==> config.mk <==
export PLATFORM = sky130hd
export DESIGN_NAME = rf_write_arbiter
export DESIGN_NICKNAME = d
export VERILOG_FILES = /design/src/rtl/rf_write_arbiter_pkg.sv /design/src/rtl/rf_write_arbiter_arb.sv /design/src/rtl/rf_write_arbiter.sv
export SDC_FILE = /design/constraint.sdc
export NUM_CORES = 1
export LEC_CHECK = 0
export CAP_MARGIN = 20
export CORE_ASPECT_RATIO = 1.25
export CORE_MARGIN = 1.5
export CORE_UTILIZATION = 40
export CTS_BUF_LIST = sky130_fd_sc_hd__clkbuf_4
export CTS_CLUSTER_SIZE = 40
export DETAILED_ROUTE_END_ITERATION = 10
export HOLD_SLACK_MARGIN = 0.08
export PLACE_DENSITY = 0.93
export RECOVER_POWER = 50
export SLEW_MARGIN = 10
export SYNTH_ARGS = -nofsm -noshare
export SYNTH_HDL_FRONTEND = slang
export SYNTH_SLANG_ARGS = --single-unit
export TNS_END_PERCENT = 20
==> constraint.sdc <==
create_clock -name clk -period 5.1 [get_ports clk]
set_input_delay 1.275 -clock clk [delete_from_list [all_inputs] [get_ports clk]]
set_output_delay 1.275 -clock clk [all_outputs]
set_load 0.03 [all_outputs]
==> src/rtl/rf_write_arbiter_pkg.sv <==
// Shared definitions for the register-file write arbiter: FSM encodings,
// the hardwired-zero register address and default widths.
package rf_write_arbiter_pkg;

  localparam int DEF_DATA_WIDTH = 32;
  localparam int DEF_ADDR_WIDTH = 5;
  localparam int DEF_NUM_REGS   = 32;
  localparam int REG_ZERO       = 0;

  typedef enum logic {
    S_IDLE  = 1'b0,
    S_CLEAR = 1'b1
  } state_t;

endpackage

==> src/rtl/rf_write_arbiter_arb.sv <==
// Two-requester round-robin arbiter; the pointer moves only when a grant
// is actually consumed, and after reset req0 wins a tie.
module rr_arb2 (
  input  logic       clk,
  input  logic       reset,
  input  logic [1:0] req,
  input  logic       adv,
  output logic [1:0] gnt
);

  // 1 means req1 was granted last, so req0 wins the next tie
  logic r_last;

  always_comb begin
    gnt = 2'b00;
    case (req)
      2'b01:   gnt = 2'b01;
      2'b10:   gnt = 2'b10;
      2'b11:   gnt = r_last ? 2'b01 : 2'b10;
      default: gnt = 2'b00;
    endcase
  end

  always_ff @(posedge clk) begin
    if (!reset) begin
      r_last <= 1'b1;
    end else if (adv) begin
      r_last <= gnt[1];
    end
  end

endmodule

==> src/rtl/rf_write_arbiter.sv <==
// Arbitrates the register-file write port between ALU and load writeback
// and runs a sequencer that zeroes registers 1..NUM_REGS-1.
module rf_write_arbiter
  import rf_write_arbiter_pkg::*;
#(
  parameter int DATA_WIDTH = DEF_DATA_WIDTH,
  parameter int ADDR_WIDTH = DEF_ADDR_WIDTH,
  parameter int NUM_REGS   = DEF_NUM_REGS
) (
  input  logic                  clk,
  input  logic                  reset,
  input  logic                  req0_valid,
  input  logic [ADDR_WIDTH-1:0] req0_addr,
  input  logic [DATA_WIDTH-1:0] req0_data,
  output logic                  req0_ready,
  input  logic                  req1_valid,
  input  logic [ADDR_WIDTH-1:0] req1_addr,
  input  logic [DATA_WIDTH-1:0] req1_data,
  output logic                  req1_ready,
  input  logic                  clr_start,
  output logic                  clr_busy,
  output logic                  clr_done,
  output logic                  RegWrite,
  output logic [ADDR_WIDTH-1:0] Write_register,
  output logic [DATA_WIDTH-1:0] Write_data
);

  state_t                r_state;
  state_t                w_next_state;
  logic [ADDR_WIDTH-1:0] r_cnt;
  logic                  r_regwrite;
  logic [ADDR_WIDTH-1:0] r_wr_addr;
  logic [DATA_WIDTH-1:0] r_wr_data;
  logic                  r_clr_done;
  logic [1:0]            w_gnt;
  logic                  w_idle;
  logic                  w_cnt_last;
  logic                  w_acc0;
  logic                  w_acc1;

  assign w_idle     = (r_state == S_IDLE);
  assign w_cnt_last = (r_cnt == ADDR_WIDTH'(NUM_REGS - 1));

  rr_arb2 u_arb (
    .clk   (clk),
    .reset (reset),
    .req   ({req1_valid, req0_valid}),
    .adv   (w_acc0 | w_acc1),
    .gnt   (w_gnt)
  );

  // A clear request in IDLE takes priority; pending writes simply wait
  assign req0_ready = w_idle && !clr_start && w_gnt[0];
  assign req1_ready = w_idle && !clr_start && w_gnt[1];
  assign w_acc0     = req0_valid && req0_ready;
  assign w_acc1     = req1_valid && req1_ready;

  always_comb begin
    w_next_state = r_state;
    case (r_state)
      S_IDLE:  if (clr_start) w_next_state = S_CLEAR;
      S_CLEAR: if (w_cnt_last) w_next_state = S_IDLE;
      default: w_next_state = S_IDLE;
    endcase
  end

  always_ff @(posedge clk) begin
    if (!reset) begin
      r_state <= S_IDLE;
    end else begin
      r_state <= w_next_state;
    end
  end

  always_ff @(posedge clk) begin
    if (!reset) begin
      r_cnt <= '0;
    end else if (w_idle && clr_start) begin
      r_cnt <= ADDR_WIDTH'(1);
    end else if (!w_idle) begin
      r_cnt <= w_cnt_last ? '0 : r_cnt + 1'b1;
    end
  end

  // Writes to register 0 are accepted but leave the port untouched
  always_ff @(posedge clk) begin
    if (!reset) begin
      r_regwrite <= 1'b0;
      r_wr_addr  <= '0;
      r_wr_data  <= '0;
      r_clr_done <= 1'b0;
    end else begin
      r_regwrite <= 1'b0;
      r_clr_done <= !w_idle && w_cnt_last;
      if (!w_idle) begin
        r_regwrite <= 1'b1;
        r_wr_addr  <= r_cnt;
        r_wr_data  <= '0;
      end else if (w_acc0 && (req0_addr != ADDR_WIDTH'(REG_ZERO))) begin
        r_regwrite <= 1'b1;
        r_wr_addr  <= req0_addr;
        r_wr_data  <= req0_data;
      end else if (w_acc1 && (req1_addr != ADDR_WIDTH'(REG_ZERO))) begin
        r_regwrite <= 1'b1;
        r_wr_addr  <= req1_addr;
        r_wr_data  <= req1_data;
      end
    end
  end

  assign clr_busy       = !w_idle;
  assign clr_done       = r_clr_done;
  assign RegWrite       = r_regwrite;
  assign Write_register = r_wr_addr;
  assign Write_data     = r_wr_data;

endmodule

# After elaboration in Yosys (flattened, before gate mapping)
# Cells that the tools add are included.
[op_classes] n_addsub=1 n_eq_ne=4 mux=16 n_bitwise=3 reduce_logical=17
[op_table] operator="32-bit two-way mux" n=2
[op_table] operator="5-bit two-way mux" n=4
[op_table] operator="5-bit nonzero test" n=2
[op_table] operator="1-bit logical AND" n=9
[op_table] operator="1-bit two-way mux" n=7
[op_table] operator="2-bit one-hot mux with 3 select lines" n=1
[op_table] operator="5-bit by 1-bit adder with 5-bit output, second input constant" n=1
[op_table] operator="5-bit == test, second input constant" n=1
[op_table] operator="2-bit == test, second input constant" n=2
[op_table] operator="2-bit nonzero test" n=2
[op_table] operator="2-bit OR reduction" n=2
[op_table] operator="3-bit nonzero test" n=1
[op_table] operator="2-bit by 1-bit == test with 1-bit output, second input constant" n=1
[op_table] operator="2-bit two-way mux" n=1
[op_table] operator="1-bit inverter" n=2
[op_table] operator="1-bit one-hot mux with 2 select lines" n=1
[op_table] operator="1-bit zero test" n=1
[op_table] operator="1-bit OR" n=1
[totals] register_bits=46 output_inout_bits=42

# Depth between registers and ports, before layout
# Gate-level depths: netlist of the first run.
[logic_depth] depth_word=8 depth_mapped=7 ltp_nobuf=6

# Cells and area by module
# Synthesis of the first run repeated with hierarchy kept, for this count alone.
[unflattened] hier_cells=194 hier_area_um2=2193.4
[by_module_without_submodules] module="rf_write_arbiter" instances=1 cells_each=187 area_each_um2=2135.8 seq_area_each_um2=900.9
[by_module_without_submodules] module="rr_arb2" instances=1 cells_each=7 area_each_um2=57.6 seq_area_each_um2=20.0

# Least setup slack after synthesis of the first run
# Ideal clock, no wire load.
[synth_path] path_type="input to output" from="input clr_start" to="output req1_ready" arrival_time_ps=2122 path_slack_ps=1703 stages=3 path_buffers=1 cell_sequence="nor2_1 > and3_1 > clkbuf_1"
[synth_via] elab_chain_len=3
[synth_rtl] item="start, declared" line="rf_write_arbiter.sv:20" source="input logic clr_start,"
[synth_rtl] item="1-bit zero test" line="rf_write_arbiter.sv:54" source="assign req1_ready = w_idle && !clr_start && w_gnt[1];"
[synth_rtl] item="1-bit logical AND (2 in a row)" line="rf_write_arbiter.sv:54"
[synth_rtl] item="end, declared" line="rf_write_arbiter.sv:19" source="output logic req1_ready,"
# No other way between the ends.

# Worst setup path in the final report of the first run
[layout_path] from="input clr_start" to="output req0_ready"
[layout_via] elab_chain_len=3
[layout_rtl] item="1-bit zero test" line="rf_write_arbiter.sv:53" source="assign req0_ready = w_idle && !clr_start && w_gnt[0];"
[layout_rtl] item="1-bit logical AND (2 in a row)" line="rf_write_arbiter.sv:53"
[layout_rtl] item="end, declared" line="rf_write_arbiter.sv:15" source="output logic req0_ready,"
# No other way between the ends.

==> impl_metrics.json, run 1 <==
{
  "critPathMaxStageDelay_ns": 0.73,
  "fin_skew_ns": 0.00469,
  "portBuffers": 120,
  "fin_crit_sh": 0.915,
  "rows": 27,
  "status": "completed",
  "avgViaCountPerCell": 5.34,
  "synth.avg_cell_area_sq_um": 8.55,
  "period_needed_ns": 4.66,
  "yosysTopAreaCell": "dfxtp_1",
  "synth_flop_cell": "dfxtp_1",
  "wl_per_cell_um": 15.2,
  "highest_layer": "met4",
  "timing.rr.end": "Write_register[3]",
  "slew_violations": 0,
  "overflow": 0,
  "dr_wl_met3_um": 367,
  "p_sw_w": 0.000231,
  "n_antenna_cell": 0,
  "tightest_slew_ns": 0.730,
  "synth_common_cells": "46 x dfxtp_1, 40 x nor2_1, 36 x o22ai_1",
  "hold_violations": 0,
  "required_ns": 3.83,
  "setup_violations": 0,
  "grt_pass1_wl_mm": 9.62,
  "syn_nets": 300,
  "grt_pass1_vias": 2055,
  "tns_ns": 0,
  "cap_viol_max_count": 0,
  "synth_top_cell_area_share": 0.492,
  "synth-seq-cells": 46,
  "vias": 2097,
  "power_density_nw_per_um2": 244,
  "cts_resized": 0,
  "final_util": 0.708,
  "fp.dieW_um": 64.2,
  "clock_sinks": 46,
  "setup_slack_ns": 0.436,
  "cp_slowest_cell": "clkdlybuf4s50_1",
  "p_int_w": 0.000540,
  "p_leak_nw": 1.25,
  "cp.arrival_ns": 3.39,
  "min_from": "Write_register[1]",
  "drive_gt1_frac": 0.0388,
  "min_to": "Write_register[1]",
  "synth-async-reset-ratio": 0,
  "nNetsFinal": 415,
  "hold_class": "reg2reg",
  "crit_type": "in2out",
  "worstReg2RegStart": "clr_busy",
  "globalplace.congestion": 0.813,
  "drtPass1Iterations": 5,
  "grt_max_degree": 33,
  "synth_area_leaders": "dfxtp_1 49%, o22ai_1 12%, nor3_1 9.4%, nor2_1 8.0%, a222oi_1 2.1%",
  "core-area_sq_um": 4460,
  "dieArea_sq_um": 5100,
  "pwr-share-comb": 0.285,
  "track_usage": 0.237,
  "crit_path_start_kind": "primary input",
  "min_path_cells": 2,
  "syn_inst": 219,
  "rr_worst_depth": 6,
  "yosysSeqAreaShare": 0.492,
  "ant_nets": 0,
  "fp.dieH_um": 79.5,
  "rsz0062_at_grt": "no",
  "num-fill-cells": 383,
  "synth_warnings": 0,
  "peakVddDrop_mv": 0.173,
  "p_sw_frac": 0.300,
  "cts-htree-levels": 2,
  "crit_chain": "dlygate4sd3_1 > nor2_1 > nand3_1 > inv_1 > clkdlybuf4s50_1",
  "floorplan.initialDensity": 0.420,
  "drc": 0,
  "clk_pin_slew_ns": 0.13,
  "wirelength_mm": 5.98,
  "clockBufferDepth": 2,
  "seqPwrFrac": 0.512,
  "area_delta_synth_final_pct": 68.6,
  "fmax_mhz": 214,
  "synth_area_sq_um": 1870,
  "ios": 121,
  "pre_cts_slack_ns": 0.546,
  "hpwlAfterDp_mm": 4.53,
  "synth_cell_types": 31,
  "holdBufCountCts": 0,
  "cts_buffers": 5,
  "place_inst": 385,
  "wl_met1_mm": 2.37,
  "yosysMostFrequentCell": "dfxtp_1",
  "crit_fanout": 8,
  "r2r_slack_ns": 2.63,
  "instances_no_fill": 393,
  "wl_met2_mm": 3.15,
  "end_kind": "output port",
  "clock_latency_ns": 0.35,
  "clockPowerShare": 0.203,
  "synth-edff-count": 0,
  "maxSlewHeadroom": 0.514,
  "cts_tree": "yes",
  "ctsRootBufferMaster": "clkbuf_4",
  "post_cts_buffers": 0,
  "antenna_found_initial": 0,
  "drt_iter0_markers": 136
}
## worst max-delay path by stage
stage	startpoint	end	slack (ns)	depth (start not counted)
global route	clr_start	req0_ready	0.36	5
detailed placement	clr_start	req0_ready	0.55	5
finish	clr_start	req0_ready	0.44	5
CTS	clr_start	req0_ready	0.55	5
global placement	clr_start	req0_ready	0.63	5
floorplan	clr_start	req1_ready	1.70	3
## cell usage in the layout (no fill, tap or decap), types with 2 or more instances in the layout
master,n
a21oi_1,4
nor3_1,35
o21ai_2,2
clkbuf_4,5
and3_1,2
xnor2_1,2
nand2_1,7
clkdlybuf4s50_1,82
nand2b_1,2
o21ai_0,2
dlygate4sd3_1,38
ha_1,2
nor2_1,40
inv_1,2
buf_4,4
dfxtp_1,46
a222oi_1,4
o22ai_1,36
clkinv_1,4
nor3b_1,3
## worst max-delay path: cells and delay by family
| family | cells | cell delay, ns |
|---|---|---|
| buf+inv | 3 | 1.58 |
| simple gates | 2 | 0.54 |
## cell families (layout without fill, tap and decap cells)
group / count (synthesis) / count (layout) / share of synthesized area
XOR/XNOR: 2 / 2 / 0.00935
flip-flops: 46 / 46 / 0.492
buffers and inverters: 19 / 135 / 0.0421
AND/OR/NAND/NOR: 98 / 98 / 0.249
AO/OA/AOI/OAI: 52 / 52 / 0.195
adder cells (fa/ha/maj): 2 / 2 / 0.0134
## registers in the layout, summed over array words and instances (netlist names)
signal / cells
Write_data: 32
Write_register: 5
r_cnt: 5
RegWrite: 1
clr_busy: 1
clr_done: 1
u_arb.r_last: 1
## layer usage
layer,track usage,vias to the layer above
met5,0,-
met4,0.0851,0
met3,0.0451,7
met2,0.448,81
met1,0.259,967
li1,-,1042
## metrics by stage
step / total power [W] / area, sq um / hold slack [ns]
3_3_place_gp: 0.000624 / 3110 / 0.446
2_1_floorplan: 0.000509 / 1870 / 0.486
3_5_place_dp: 0.000631 / 3110 / 0.461
4_1_cts: 0.000787 / 3160 / 0.480
5_1_grt: 0.000811 / 3160 / 0.498
6_report: 0.000771 / 3160 / 0.469
## layout make-up
type                            count  area (sq um)  share of cell area
Clock inverter                      3          11.3             0.00357
Inverter                            3          11.3             0.00357
Clock buffer                        5          37.5              0.0119
Multi-Input combinational cell    154           873               0.277
Timing Repair Buffer              124          1230               0.390
Sequential cell                    46           921               0.292
Tap cell                           58          72.6              0.0230
## power groups by stage
| stage | logic [W] | registers [W] | clock network (W) |
|---|---|---|---|
| floorplan | 0.0000684 | 0.000441 | 0 |
| global placement | 0.000222 | 0.000402 | 0 |
| detailed placement | 0.000227 | 0.000404 | 0 |
| CTS | 0.000228 | 0.000396 | 0.000164 |
| global route | 0.000236 | 0.000398 | 0.000177 |
| finish | 0.000219 | 0.000395 | 0.000157 |
(Power assumes the default switching activity.)
==> inputs of run 2 (changes only) <==
ABC_CLOCK_PERIOD_IN_PS = 5100   (was default)
==> results of run 2 <==
No change in the layout: final DEF, timing and power equal those of run 1.
